<file path="config.mk">
export PLATFORM = sky130hd
export DESIGN_NAME = fv_cmt_window_tracker
export DESIGN_NICKNAME = d
export VERILOG_FILES = /design/src/rtl/fv_cmt_window_tracker.sv
export SDC_FILE = /design/constraint.sdc
export NUM_CORES = 1
export LEC_CHECK = 0
export CORE_ASPECT_RATIO = 1.5
export CORE_MARGIN = 3
export CORE_UTILIZATION = 50
export CTS_BUF_LIST = sky130_fd_sc_hd__clkbuf_16
export DETAILED_ROUTE_END_ITERATION = 10
export GPL_TIMING_DRIVEN = 0
export PLACE_DENSITY = 0.79
export SLEW_MARGIN = 20
export SYNTH_ARGS = -nofsm -noshare
export SYNTH_HDL_FRONTEND = slang
export SYNTH_HIERARCHICAL = 1
export SYNTH_SLANG_ARGS = --single-unit
</file>
<file path="constraint.sdc">
create_clock -name clk -period 2.9 [get_ports clk]
set_input_delay 0.58 -clock clk [delete_from_list [all_inputs] [get_ports clk]]
set_output_delay 0.58 -clock clk [all_outputs]
set_load 0.01 [all_outputs]
</file>
<file path="src/rtl/fv_cmt_window_tracker.sv">
// ----------------------------------------------------------------------------
// fv_cmt_window_tracker
//   Multi-channel commit/liveness tracker for the FV core harness. It opens a
//   one-shot window when the saturating clock reaches START_CYCLE. It counts
//   per-channel commits over WINDOW counted cycles. It then reports, per channel,
//   whether at least MIN_COMMIT instructions committed.
//
//   Optional feature macro: FV_CMT_STALL_EXCLUDE_EN
//     defined   -> cycles where every stall bit is 1 are not counted in WINDOW
//     undefined -> stall is ignored
//
// Ports
//   clk, reset         clock, synchronous active-high reset
//   enable             0 freezes window progress (counters still run)
//   commit             per-channel commit bits, channel c = [c*COMMIT_W +: COMMIT_W]
//   stall, kill        per-channel stall / kill (kill drops that cycle's commits)
//   clock_counter_ns   free-running wrapping cycle counter
//   clock_counter      saturating cycle counter, cap START_CYCLE+WINDOW+2
//   fv_init            clock_counter == 0
//   num_committed      per-channel saturating commit totals, channel c = [c*CNT_W +: CNT_W]
//   window_cnt         counted cycles elapsed in the window
//   state              0 IDLE, 1 WINDOW, 2 CHECK, 3 DONE
//   check_valid        one-cycle pulse while in CHECK
//   check_pass         per-channel result, valid from CHECK, held in DONE
// ----------------------------------------------------------------------------

// Per-channel accumulator and result register.
module fv_cmt_lane #(
    parameter int COMMIT_W   = 2,
    parameter int CNT_W      = 10,
    parameter int MIN_COMMIT = 1
) (
    input  logic                clk,
    input  logic                reset,
    input  logic                clear,
    input  logic                count_en,
    input  logic                latch,
    input  logic [COMMIT_W-1:0] commit,
    input  logic                kill,
    output logic [CNT_W-1:0]    num_committed,
    output logic                check_pass
);
    localparam int ADD_W = $clog2(COMMIT_W + 1);
    localparam int SUM_W = CNT_W + ADD_W;
    localparam logic [SUM_W-1:0] MAX_CNT = {{ADD_W{1'b0}}, {CNT_W{1'b1}}};

    logic [ADD_W-1:0] add;
    logic [SUM_W-1:0] sum;
    logic [CNT_W-1:0] nxt;

    always_comb begin
        add = kill ? '0 : ADD_W'($countones(commit));
        sum = SUM_W'(num_committed) + SUM_W'(add);
        nxt = num_committed;
        if (count_en)
            nxt = (sum > MAX_CNT) ? {CNT_W{1'b1}} : sum[CNT_W-1:0];
    end

    always_ff @(posedge clk) begin
        if (reset) begin
            num_committed <= '0;
            check_pass    <= 1'b0;
        end else if (clear) begin
            num_committed <= '0;
        end else begin
            num_committed <= nxt;
            // Result is taken from the final accumulated value. It lands in
            // the same cycle that CHECK is entered.
            if (latch)
                check_pass <= (int'(nxt) >= MIN_COMMIT);
        end
    end
endmodule

module fv_cmt_window_tracker #(
    parameter int NUM_CH      = 1,
    parameter int COMMIT_W    = 2,
    parameter int CNT_W       = 10,
    parameter int START_CYCLE = 2,
    parameter int WINDOW      = 20,
    parameter int MIN_COMMIT  = 1
) (
    input  logic                       clk,
    input  logic                       reset,
    input  logic                       enable,
    input  logic [NUM_CH*COMMIT_W-1:0] commit,
    input  logic [NUM_CH-1:0]          stall,
    input  logic [NUM_CH-1:0]          kill,
    output logic [CNT_W-1:0]           clock_counter_ns,
    output logic [CNT_W-1:0]           clock_counter,
    output logic                       fv_init,
    output logic [NUM_CH*CNT_W-1:0]    num_committed,
    output logic [CNT_W-1:0]           window_cnt,
    output logic [1:0]                 state,
    output logic                       check_valid,
    output logic [NUM_CH-1:0]          check_pass
);
    localparam int CAP = START_CYCLE + WINDOW + 2;

    typedef enum logic [1:0] {
        S_IDLE   = 2'd0,
        S_WINDOW = 2'd1,
        S_CHECK  = 2'd2,
        S_DONE   = 2'd3
    } state_t;

    state_t st;
    logic   start;
    logic   counted;
    logic   last;

`ifdef FV_CMT_STALL_EXCLUDE_EN
    // A fully stalled machine does not use up window time.
    assign counted = (st == S_WINDOW) && enable && !(&stall);
`else
    logic unused_stall;
    assign unused_stall = ^stall;
    assign counted      = (st == S_WINDOW) && enable;
`endif

    assign start   = (st == S_IDLE) && enable && (clock_counter == CNT_W'(START_CYCLE));
    assign last    = counted && (window_cnt == CNT_W'(WINDOW - 1));
    assign fv_init = (clock_counter == '0);
    assign state   = st;

    always_ff @(posedge clk) begin
        if (reset) begin
            clock_counter_ns <= '0;
            clock_counter    <= '0;
            window_cnt       <= '0;
            check_valid      <= 1'b0;
            st               <= S_IDLE;
        end else begin
            clock_counter_ns <= clock_counter_ns + 1'b1;
            if (clock_counter < CNT_W'(CAP))
                clock_counter <= clock_counter + 1'b1;
            check_valid <= 1'b0;
            case (st)
                // If enable is low at START_CYCLE, the clock moves past the start value.
                // The tracker then stays in IDLE until reset.
                S_IDLE: if (start) begin
                    st         <= S_WINDOW;
                    window_cnt <= '0;
                end
                S_WINDOW: begin
                    if (counted)
                        window_cnt <= window_cnt + 1'b1;
                    if (last) begin
                        st          <= S_CHECK;
                        check_valid <= 1'b1;
                    end
                end
                S_CHECK: st <= S_DONE;
                default: st <= S_DONE;
            endcase
        end
    end

    for (genvar g = 0; g < NUM_CH; g++) begin : g_lane
        fv_cmt_lane #(
            .COMMIT_W  (COMMIT_W),
            .CNT_W     (CNT_W),
            .MIN_COMMIT(MIN_COMMIT)
        ) u_lane (
            .clk          (clk),
            .reset        (reset),
            .clear        (start),
            .count_en     (counted),
            .latch        (last),
            .commit       (commit[g*COMMIT_W +: COMMIT_W]),
            .kill         (kill[g]),
            .num_committed(num_committed[g*CNT_W +: CNT_W]),
            .check_pass   (check_pass[g])
        );
    end
endmodule
</file>
After elaboration in Yosys (flattened, before gate mapping):

Cells that the tools add are included.

* register bits: 44
* bits in latches: 0
* memory bits (writable): 0
* bits in read-only memories: 0
* input bits: 7
* output and inout bits: 45
* word-level logic and storage cells: 45
* memories kept: 0

* $add $sub $neg: 5
* multiply operators: 0
* div/mod/pow operators: 0
* $lt $le $gt $ge: 3
* equality and inequality tests: 6
* shift operators: 0
* mux-type cells: 10
* bitwise gates (word level): 2
* reduce and logical (&&, ||, !) cells: 12

Operator list (count)
* two-way mux 10 bit: 4
* adder 10 x 1 -> 10 bit, second input constant: 3
* case mux 10 bit (2 select lines): 1
* > comparator 12 x 10 -> 1 bit, second input constant: 1
* adder 10 x 2 -> 11 bit: 1
* == test 10 x 2 -> 1 bit, second input constant: 1
* == test 10 x 5 -> 1 bit, second input constant: 1
* >= comparator 10 x 1 -> 1 bit, second input constant: 1
* zero test 10 bit: 1
* less-than comparator 10 x 5 -> 1 bit, second input constant: 1
* two-way mux 2 bit: 3
* logical AND 1 bit: 4
* != test 2 x 1 -> 1 bit, second input constant: 2
* case mux 2 bit (2 select lines): 1
* AND reduction 2 bit: 2
* OR reduction 2 bit: 2
* AND reduction 3 bit: 1
* adder 1 x 1 -> 2 bit: 1
* == test 2 x 1 -> 1 bit, second input constant: 1
* zero test 2 bit: 1
* != test 2 bit, second input constant: 1
* inverter 1 bit: 2
* nonzero test 2 bit: 1
* two-way mux 1 bit: 1

Longest topological paths before layout:

Gate-level depths: netlist of the first run.

* depth in word-level cells: 7
* mapped depth: 9
* mapped depth without buffers: 9

Hierarchy:

The synthesis of the first run kept the hierarchy.

Modules (own cells, without submodules)
* fv_cmt_window_tracker: instances 1, cells each 168, area each 1498.9 µm², seq. area each 660.6 µm²
* fv_cmt_lane: instances 1, cells each 87, area each 726.9 µm², seq. area each 220.2 µm²

Least setup slack after synthesis of the first run:

Ideal clock, no wire load.

* path type: input -> register
* start: input port commit[0]
* end: register g_lane[0].u_lane.check_pass
* arrival time: 2.338 ns
* setup slack: 0.430 ns
* stages: 9
* path through: ha_1 -> nor2b_1 -> ha_1 -> fa_1 -> nand3_2 -> nand2_1 -> mux2_2 -> nor4b_1 -> a31oi_1

* cells in the longest elaborated chain, start to end: 7

Ends and longest elaborated chain
* start, declared: RTL line 86 `input logic [NUM_CH*COMMIT_W-1:0] commit,`
* adder 1 x 1 -> 2 bit (not written as such) *: RTL line 52 `add = kill ? '0 : ADD_W'($countones(commit));`
* two-way mux 2 bit *: RTL line 52
* adder 10 x 2 -> 11 bit *: RTL line 53 `sum = SUM_W'(num_committed) + SUM_W'(add);`
* > comparator 12 x 10 -> 1 bit: RTL line 56 `nxt = (sum > MAX_CNT) ? {CNT_W{1'b1}} : sum[CNT_W-1:0];`
* two-way mux 10 bit *: RTL line 56
* two-way mux 10 bit *: RTL line 55 `if (count_en)`
* >= comparator 10 x 1 -> 1 bit *: RTL line 70 `check_pass <= (int'(nxt) >= MIN_COMMIT);`
* end signal, assigned: RTL line 70
* end, declared: RTL line 41 `output logic check_pass`

Mark *: on every way between the ends. The rest lies on a longest branch, timed or not.
A chain may end at the register's enable or synchronous reset.

Worst setup path after layout of the first run:

Ends and elaborated chain as after synthesis.

==> results of run 1 <==
-- worst paths after layout --
| kind | end | startpoint | depth (start not counted) | slack [ps] |
|---|---|---|---|---|
| max | g_lane[0].u_lane/check_pass$_SDFFE_PP0P_ | commit[0] | 10 | 110 |
| min | clock_counter_ns[0]$_SDFF_PP0_ | clock_counter_ns[0]$_SDFF_PP0_ | 1 | 480 |
| min reg2reg | clock_counter_ns[0]$_SDFF_PP0_ | clock_counter_ns[0]$_SDFF_PP0_ | 1 | 480 |
| max reg2reg | g_lane[0].u_lane/check_pass$_SDFFE_PP0P_ | state[0]$_SDFFE_PP0P_ | 9 | 460 |
-- repair_timing --
action / 4_1_cts / 5_1_grt
gates resized for setup: 0 / 1
pin swaps: 1 / 1
setup buffers: 1 / 2
hold buffers: 0 / 0
setup endpoints to repair: 1 / 1
-- stage by stage --
stage | setup WS [ps] | area [sq um] | std cells | hold slack, ps
after floorplan | 430 | 2230 | 255 | 465
after global placement | -281 | 2780 | 351 | 438
after detailed placement | -281 | 2780 | 351 | 469
after CTS | 102 | 2940 | 360 | 483
after global routing | 1.25 | 2960 | 362 | 502
final | 106 | 2960 | 362 | 476
-- worst register-to-register path: stages, from the launching register on --
cell and delay (ps):
sky130_fd_sc_hd__dfxtp_1 330, sky130_fd_sc_hd__buf_2 220, sky130_fd_sc_hd__nand3b_1 140, sky130_fd_sc_hd__inv_1 160, sky130_fd_sc_hd__clkbuf_2 220, sky130_fd_sc_hd__nand2_1 140, sky130_fd_sc_hd__nor3_4 320, sky130_fd_sc_hd__mux2_2 370
sky130_fd_sc_hd__o31ai_1 290, sky130_fd_sc_hd__a31oi_1 120
-- final cells by class --
cell class                 count  area (sq um)  share of cell area [%]
multi-input combinational    193          1270                    43.1
sequential                    44           881                    29.8
timing repair buffer          53           523                    17.7
clock buffer                   5           125                    4.23
tap                           46          57.6                    1.95
buffer                        11          51.3                    1.74
inverter                       7          26.3                   0.889
clock inverter                 3          18.8                   0.635
-- logic make-up after synthesis --
logic type / share of synthesized area [%]
compound gates: 11.5
mux: 3.77
fa+ha+maj: 5.40
flops: 39.6
simple gates: 30.4
xor+xnor: 5.90
buf+inv: 3.48
-- state kept, by name, indices dropped and copies added, names as in the netlist --
name / cells
check_valid: 1
clock_counter: 10
clock_counter_ns: 10
g_lane.u_lane/check_pass: 1
g_lane.u_lane/num_committed: 10
state: 2
window_cnt: 10
-- power breakdown --
group	leakage, nW	switching [mW]	internal, mW
clock network	0.0635	0.231	0.316
logic	0.700	0.0564	0.0510
registers	0.356	0.0108	0.613
-- Yosys cell counts, types with 5 or more instances --
cell type and count:
sky130_fd_sc_hd__ha_1 8, sky130_fd_sc_hd__nor2_1 28, sky130_fd_sc_hd__and3_1 6, sky130_fd_sc_hd__nand3_1 16, sky130_fd_sc_hd__nor2b_1 12, sky130_fd_sc_hd__o21ai_0 5, sky130_fd_sc_hd__mux2i_1 5, sky130_fd_sc_hd__nor3_1 7
sky130_fd_sc_hd__a21oi_1 11, sky130_fd_sc_hd__dfxtp_1 44, sky130_fd_sc_hd__a31oi_1 8, sky130_fd_sc_hd__nand4_1 5, sky130_fd_sc_hd__nand2_1 21, sky130_fd_sc_hd__inv_1 7, sky130_fd_sc_hd__xor2_1 11
-- layer usage --
layer  up-vias  GRT usage [%]  routed length, microns
li1       1030              -                       -
met1       960           25.2                    2240
met2        69           33.2                    2680
met3         8           4.72                     278
met4         0           10.1                      97
met5         -              0                       0
==> impl_summary.md, run 1 <==
Finish
The number of fillers in the final layout is 350. In the final layout, the share of cells above drive strength 1 is 9.49%. The number of nets in the layout is 331.

The library cells used most frequently in the layout, excluding fill and tap cells, are sky130_fd_sc_hd__clkdlybuf4s50_1 (50), sky130_fd_sc_hd__dfxtp_1 (44), sky130_fd_sc_hd__nor2_1 (28), sky130_fd_sc_hd__nand2_1 (21), sky130_fd_sc_hd__nand3_1 (16). The area growth from synthesis to layout is 32.8%. 0 antenna diodes ended up in the layout. The commonest non-fill, non-tap cell in the layout is sky130_fd_sc_hd__clkdlybuf4s50_1. Cells fill 69.6% of the core in the end.

Placement
The number of buffers inserted by port buffering is 50. The wire-length estimate of the detail-placed layout is 3.74 mm. At the end of routability-driven placement, the weighted congestion stood at 0.836.

Critical path
The kind of cell adding the most delay to the critical path is adder cells. The signal on the critical path passes through clkdlybuf4s50_1 -> ha_1 -> nor2b_1 -> ha_1 -> fa_1 -> nand3_2 -> nand2_1 -> mux2_2 -> o31ai_1 -> a31oi_1. For this run, the slowest stage of the critical path takes 460 ps. The most frequent cell on the critical path is sky130_fd_sc_hd__ha_1. For the worst setup path, the data required time is 3060 ps. The number of buffer and inverter instances along the worst setup path is 1. The largest individual stage delay along the critical path comes from the cell sky130_fd_sc_hd__fa_1. The largest driver fanout on the critical path is 7. STA classifies the critical path startpoint as an input port. The critical path in this run is classified as in2reg. STA puts the critical path data arrival time at 2950 ps. STA classifies the critical path endpoint as a flip-flop.

STA
The shortest clock period the worst path allows after layout is 2790 ps. The setup clock skew after layout is 3.03 ps. The worst pin sits at a relative slew slack of 67.2%.

After layout, the worst path uses 96.3% of the clock period. After routing, the total negative slack on setup checks comes to 0 ps. Setup repair after global routing left no endpoint under its margin.

The final hold violation count is 0. The number of pins exceeding their max-slew limit in the final report was 0. For this run, the top clock speed supported by timing is 358 MHz. The transition at the pin with the smallest max-transition slack is 492 ps.

Setup violations remaining at the end of the flow were counted as 0.

Flow run
The number of maximum-capacitance violations is 0.

Routing
Summing over every cut layer, the via total after detailed routing is 2067. The wire length per cell is 14.6 microns. The post-detailed-routing wire length is 5.29 mm.

The detail-routed via count per cell is 5.71. The number of detailed-route iterations in the first pass is 5. After the first detailed-routing iteration, the DRC count stood at 88.

In this run the remaining antenna-violating nets after routing total 0. After detailed routing, the number of remaining DRC violations is 0.

Global route
The via count of the first global-routing pass was 1916. The initial antenna violation count is 0. Entering global routing, the biggest net connects 15 pins. After global routing the overflow that remains totals 0.

For this run, the total global-route usage over all layers was measured as 20.5%. The first-pass GRT wire length is 8.42 mm.

Clock tree
TritonCTS built the clock tree. CTS saw 44 sinks. CTS built an H-tree with a depth of 2. The buffer depth of the longest clock path is 2. The total clock buffers created by CTS is 5.

After clock tree synthesis, the clock-pin slew on the worst setup and hold paths is 60 ps. The CTS root buffer is sky130_fd_sc_hd__clkbuf_16. The later pin in the worst-skew pair is clocked with a latency of 280 ps.

Synth
The number of enable-type register cells in the synthesized netlist is 0. The main flop type after synthesis is sky130_fd_sc_hd__dfxtp_1. The count of unique library cells instantiated by Yosys is 52.

Sorting the synthesized cells by area gives the leading types as sky130_fd_sc_hd__dfxtp_1 (40%), sky130_fd_sc_hd__nor2_1 (4.7%), sky130_fd_sc_hd__ha_1 (4.5%). In the synthesized netlist the async set-or-reset flop fraction comes to 0%. In this run, synthesis produced a sequential element count of 44. The largest total area in the synthesized netlist belongs to sky130_fd_sc_hd__dfxtp_1. The post-synthesis cell area is 0.00223 sq mm.

For this run, the register share of the synthesized area comes to 39.6%. The synthesis warning total is 6. After synthesis, the mean cell area works out to 8.73 sq um. The net count after synthesis is 271. The area share of the largest cell type after synthesis is 39.6%.

The post-synthesis cell count is 255.

Die
During I/O placement, the number of pins put on the boundary was 52. The initial utilization of the core area, before any placement, comes to 52.4%. The vertical die dimension is 87.7 microns. The floorplan step defined a die boundary enclosing 0.00530 sq mm.

The die outline width is 60.5 microns. After floorplanning, the core was sized to cover 0.00425 sq mm. After floorplanning, the core was divided into 29 placement rows.

Power
The power density of the placed cells is 432 mW/mm^2. The worst IR drop on VDD is 520 uV. The total power draw is 1.28 mW. The analysis attributes to cell leakage a power of 1.12 nW.

Hold path
The worst hold path belongs to the class reg2reg.

Status
The flow ran to the end, and the final reports show no timing, DRC or antenna violations.
Power figures use the tool's default switching activity.
==> run 2, diff against run 1 <==
Settings changed: CELL_PAD_IN_SITES_DETAIL_PLACEMENT from default to 1, CELL_PAD_IN_SITES_GLOBAL_PLACEMENT from default to 2, CORE_UTILIZATION 50 to 29, PLACE_DENSITY 0.79 to 0.78, SLEW_MARGIN 20 to default.
==> run 2 against run 1 <==
Final cell count rose by 14%. Sequential power barely moved. Worst hold slack got worse by 16 ps. Highest routed layer unchanged.
==> impl_summary.md, run 2 (synthesis results as in run 1) <==
STA
The worst-case headroom to the max-slew limit was 62.5% (was 67.2%). The final hold violation count is 0 (unchanged). The maximum clock frequency was 357 MHz (was 358 MHz). The aggregate negative setup slack came to 0 ps (unchanged). The minimum setup slack in the final design is 98.9 ps (was 106 ps). The transition at the pin with the smallest max-transition slack is 563 ps (was 492 ps). RSZ-0062 raised after global routing: false (unchanged).

The setup-violating endpoint count in the final report is 0 (unchanged). The final period utilization is 96.6% (was 96.3%). The setup clock skew after layout is 8.16 ps (was 3.03 ps).

The shortest clock period the worst path allows after layout is 2800 ps (was 2790 ps). The number of pins exceeding their max-slew limit in the final report is 0 (unchanged).

Global route
The first-pass GRT wire length is 10.3 mm (was 8.42 mm). The aggregate global-route resource usage is 14.3% (was 20.5%). The total overflow reported by the global router is 0 (unchanged).

The via count of the first global-routing pass is 2142 (was 1916). The largest net degree at the start of global routing came to 16 (was 15). The initial antenna violation count came to 0 (unchanged).

Critical path
The length in cells of the worst reg-to-reg path is 9 (unchanged). The type of element launching the critical path is a flip-flop (was input port). The required time at the endpoint of the critical path is 2320 ps (was 3060 ps). The first element of the critical path is clock_counter[2]$_SDFFE_PP0N_ (was commit[0]). The number of buffer and inverter instances along the worst setup path is 1 (unchanged). The kind of cell adding the most delay to the critical path is simple AND/OR/NAND/NOR gates (was adder cells).

The data arrival time at the worst-slack endpoint is 2220 ps (was 2950 ps). The critical path endpoint category is a primary output (was flip-flop). Critical path cell sequence: or4_1 -> nor2_1 -> and2_1 -> clkdlybuf4s50_1 (was clkdlybuf4s50_1 -> ha_1 -> nor2b_1 -> ha_1 -> fa_1 -> nand3_2 -> nand2_1 -> mux2_2 -> o31ai_1 -> a31oi_1). The worst reg2reg path startpoint is state[0]$_SDFFE_PP0P_ (unchanged). The destination of the worst register-to-register timing path was g_lane[0].u_lane/check_pass$_SDFFE_PP0P_ (unchanged). The minimum setup slack among reg-to-reg paths is 500 ps (was 460 ps). The cell at the slowest stage of the critical path is sky130_fd_sc_hd__or4_1 (was sky130_fd_sc_hd__fa_1). The critical path class is reg2out (was in2reg). The largest driver fanout on the critical path is 5 (was 7). The longest individual stage delay on the worst path is 600 ps (was 460 ps).

Placement
The routability congestion estimate from global placement is 0.784 (was 0.836). The worst slack after detailed placement was -456 ps (was -281 ps). The number of buffers inserted by port buffering is 50 (unchanged). The half-perimeter wire length after placement was 4.53 mm (was 3.74 mm). The cell area reported after detailed placement is 0.00285 sq mm (was 0.00278 sq mm).

Routing
The DRC violations left is 0 (unchanged). The antenna violation net count after detailed routing is 0 (unchanged). The number of detailed-route iterations in the first pass is 4 (was 5). The post-detailed-routing wire length is 6.04 mm (was 5.29 mm). The wire length per cell came to 14.6 microns (about the same). The detail-routed via count per cell came to 5.00 (was 5.71). The starting DRC count in detailed routing is 43 (was 88). The via count of the routed design is 2070 (was 2067).

Finish
The area overhead of the layout relative to synthesis is 37.4% (was 32.8%). The number of nets in the layout was 329 (was 331). Leading cell types in the layout, fill and taps excluded: sky130_fd_sc_hd__clkdlybuf4s50_1 (50), sky130_fd_sc_hd__dfxtp_1 (44), sky130_fd_sc_hd__nor2_1 (28), sky130_fd_sc_hd__nand2_1 (21), sky130_fd_sc_hd__nand3_1 (16) (unchanged). The total area of sequential cells is 881 sq um (unchanged).

The commonest non-fill, non-tap cell in the layout is sky130_fd_sc_hd__clkdlybuf4s50_1 (unchanged). The footprint of the multi-input gates is 0.00129 sq mm (was 0.00127 sq mm). The area of all placed cells without fillers is 0.00306 sq mm (was 0.00296 sq mm). The number of fillers in the final layout is 890 (was 350). The proportion of layout cells with a drive suffix above 1 was 10.2% (was 9.49%). The final antenna diode count came to 0 (unchanged).

Power
The worst IR drop on VDD is 274 uV (was 520 uV). The power density of the placed cells was 453 mW/mm^2 (was 432 mW/mm^2). The leakage power total is 1.13 nW (was 1.12 nW).

Die
The cell row count is 38 (was 29). The area of the core is 0.00737 sq mm (was 0.00425 sq mm). The die outline width was 77.5 microns (was 60.5 microns). The initial cell density of the core is 30.2% (was 52.4%). The area enclosed by the die boundary is 0.00878 sq mm (was 0.00530 sq mm). The vertical die dimension is 113 microns (was 87.7 microns). The count of pins on the block boundary is 52 (unchanged).

Clock tree
The buffer depth of the longest clock path is 2 (unchanged). The total clock buffers created by CTS is 5 (unchanged). The number of sinks handled by clock tree synthesis was 44 (unchanged). The CTS root buffer was sky130_fd_sc_hd__clkbuf_16 (unchanged).

The number of H-tree levels came to 2 (unchanged). The post-CTS clock slew at the launch and capture registers of the worst setup and hold paths came to 70 ps (was 60 ps). The clock network latency to the later pin of the worst-skew pair is 280 ps (about the same).

The CTS tree is done (unchanged).

Hold path
The terminating pin of the worst hold path was clock_counter_ns[0]$_SDFF_PP0_ (unchanged). The class of the worst hold path is reg2reg (unchanged). The number of instances on the worst hold path is 1 (unchanged).

The worst hold path startpoint is clock_counter_ns[0]$_SDFF_PP0_ (unchanged).

Flow run
The number of maximum-capacitance violations is 0 (unchanged).

Status
Outcome: finished, final reports clean (unchanged).
run 2: changes by cell type in the layout (fill, tap and decap cells not counted), sizes merged:
cell and change:
buf -2, clkinvlp -2, bufinv +1, clkinv +1
run 2: where the power goes:
| group | switching (mW) | internal, mW |
|---|---|---|
| Sequential | 0.0105 | 0.613 |
| Combinational | 0.0583 | 0.0509 |
| Clock | 0.244 | 0.409 |
| Total | 0.313 | 1.07 |
run 2: worst max-delay path by stage:
| stage | endpoint | slack, ps | cells past startpoint |
|---|---|---|---|
| after global routing | fv_init | 2 | 4 |
| after detailed placement | g_lane[0].u_lane/check_pass$_SDFFE_PP0P_ | -460 | 9 |
| after CTS | g_lane[0].u_lane/check_pass$_SDFFE_PP0P_ | 80 | 10 |
| final | fv_init | 100 | 4 |
| after global placement | g_lane[0].u_lane/check_pass$_SDFFE_PP0P_ | -440 | 9 |
| after floorplan | g_lane[0].u_lane/check_pass$_SDFFE_PP0P_ | 430 | 9 |
run 2: layer usage:
metal / share of wire [%] / GRT usage [%]
met3: 1.9 / 1.83
met4: 1.7 / 5.82
met5: 0 / 0
met1: 43 / 16.1
met2: 53 / 26.7
run 2: cell type report:
| cell class | count | share of cell area (%) |
|---|---|---|
| Buffer | 11 | 1.68 |
| Inverter | 7 | 0.859 |
| Clock buffer | 5 | 4.09 |
| Tap cell | 100 | 4.09 |
| Clock inverter | 3 | 1.55 |
| Multi-Input combinational cell | 193 | 42.3 |
| Timing Repair Buffer | 51 | 16.6 |
| Sequential cell | 44 | 28.8 |
run 2: timing repair:
| action | CTS | global route |
|---|---|---|
| hold buffers | 0 | 0 |
| gates resized for setup | 1 | 4 |
| pin swaps | 1 | 0 |
| cloned | 0 | 0 |
| endpoints found under the setup margin | 1 | 1 |
| setup buffers | 1 | 0 |
run 2: stage by stage:
stage	util (%)	hold WS [ps]	total power, mW	cells
after CTS	41.2	466	1.41	414
after floorplan	-	465	0.695	255
after detailed placement	38.7	449	0.747	405
after global routing	41.5	512	1.44	414
after global placement	38.7	443	0.746	405
final	41.5	460	1.39	414
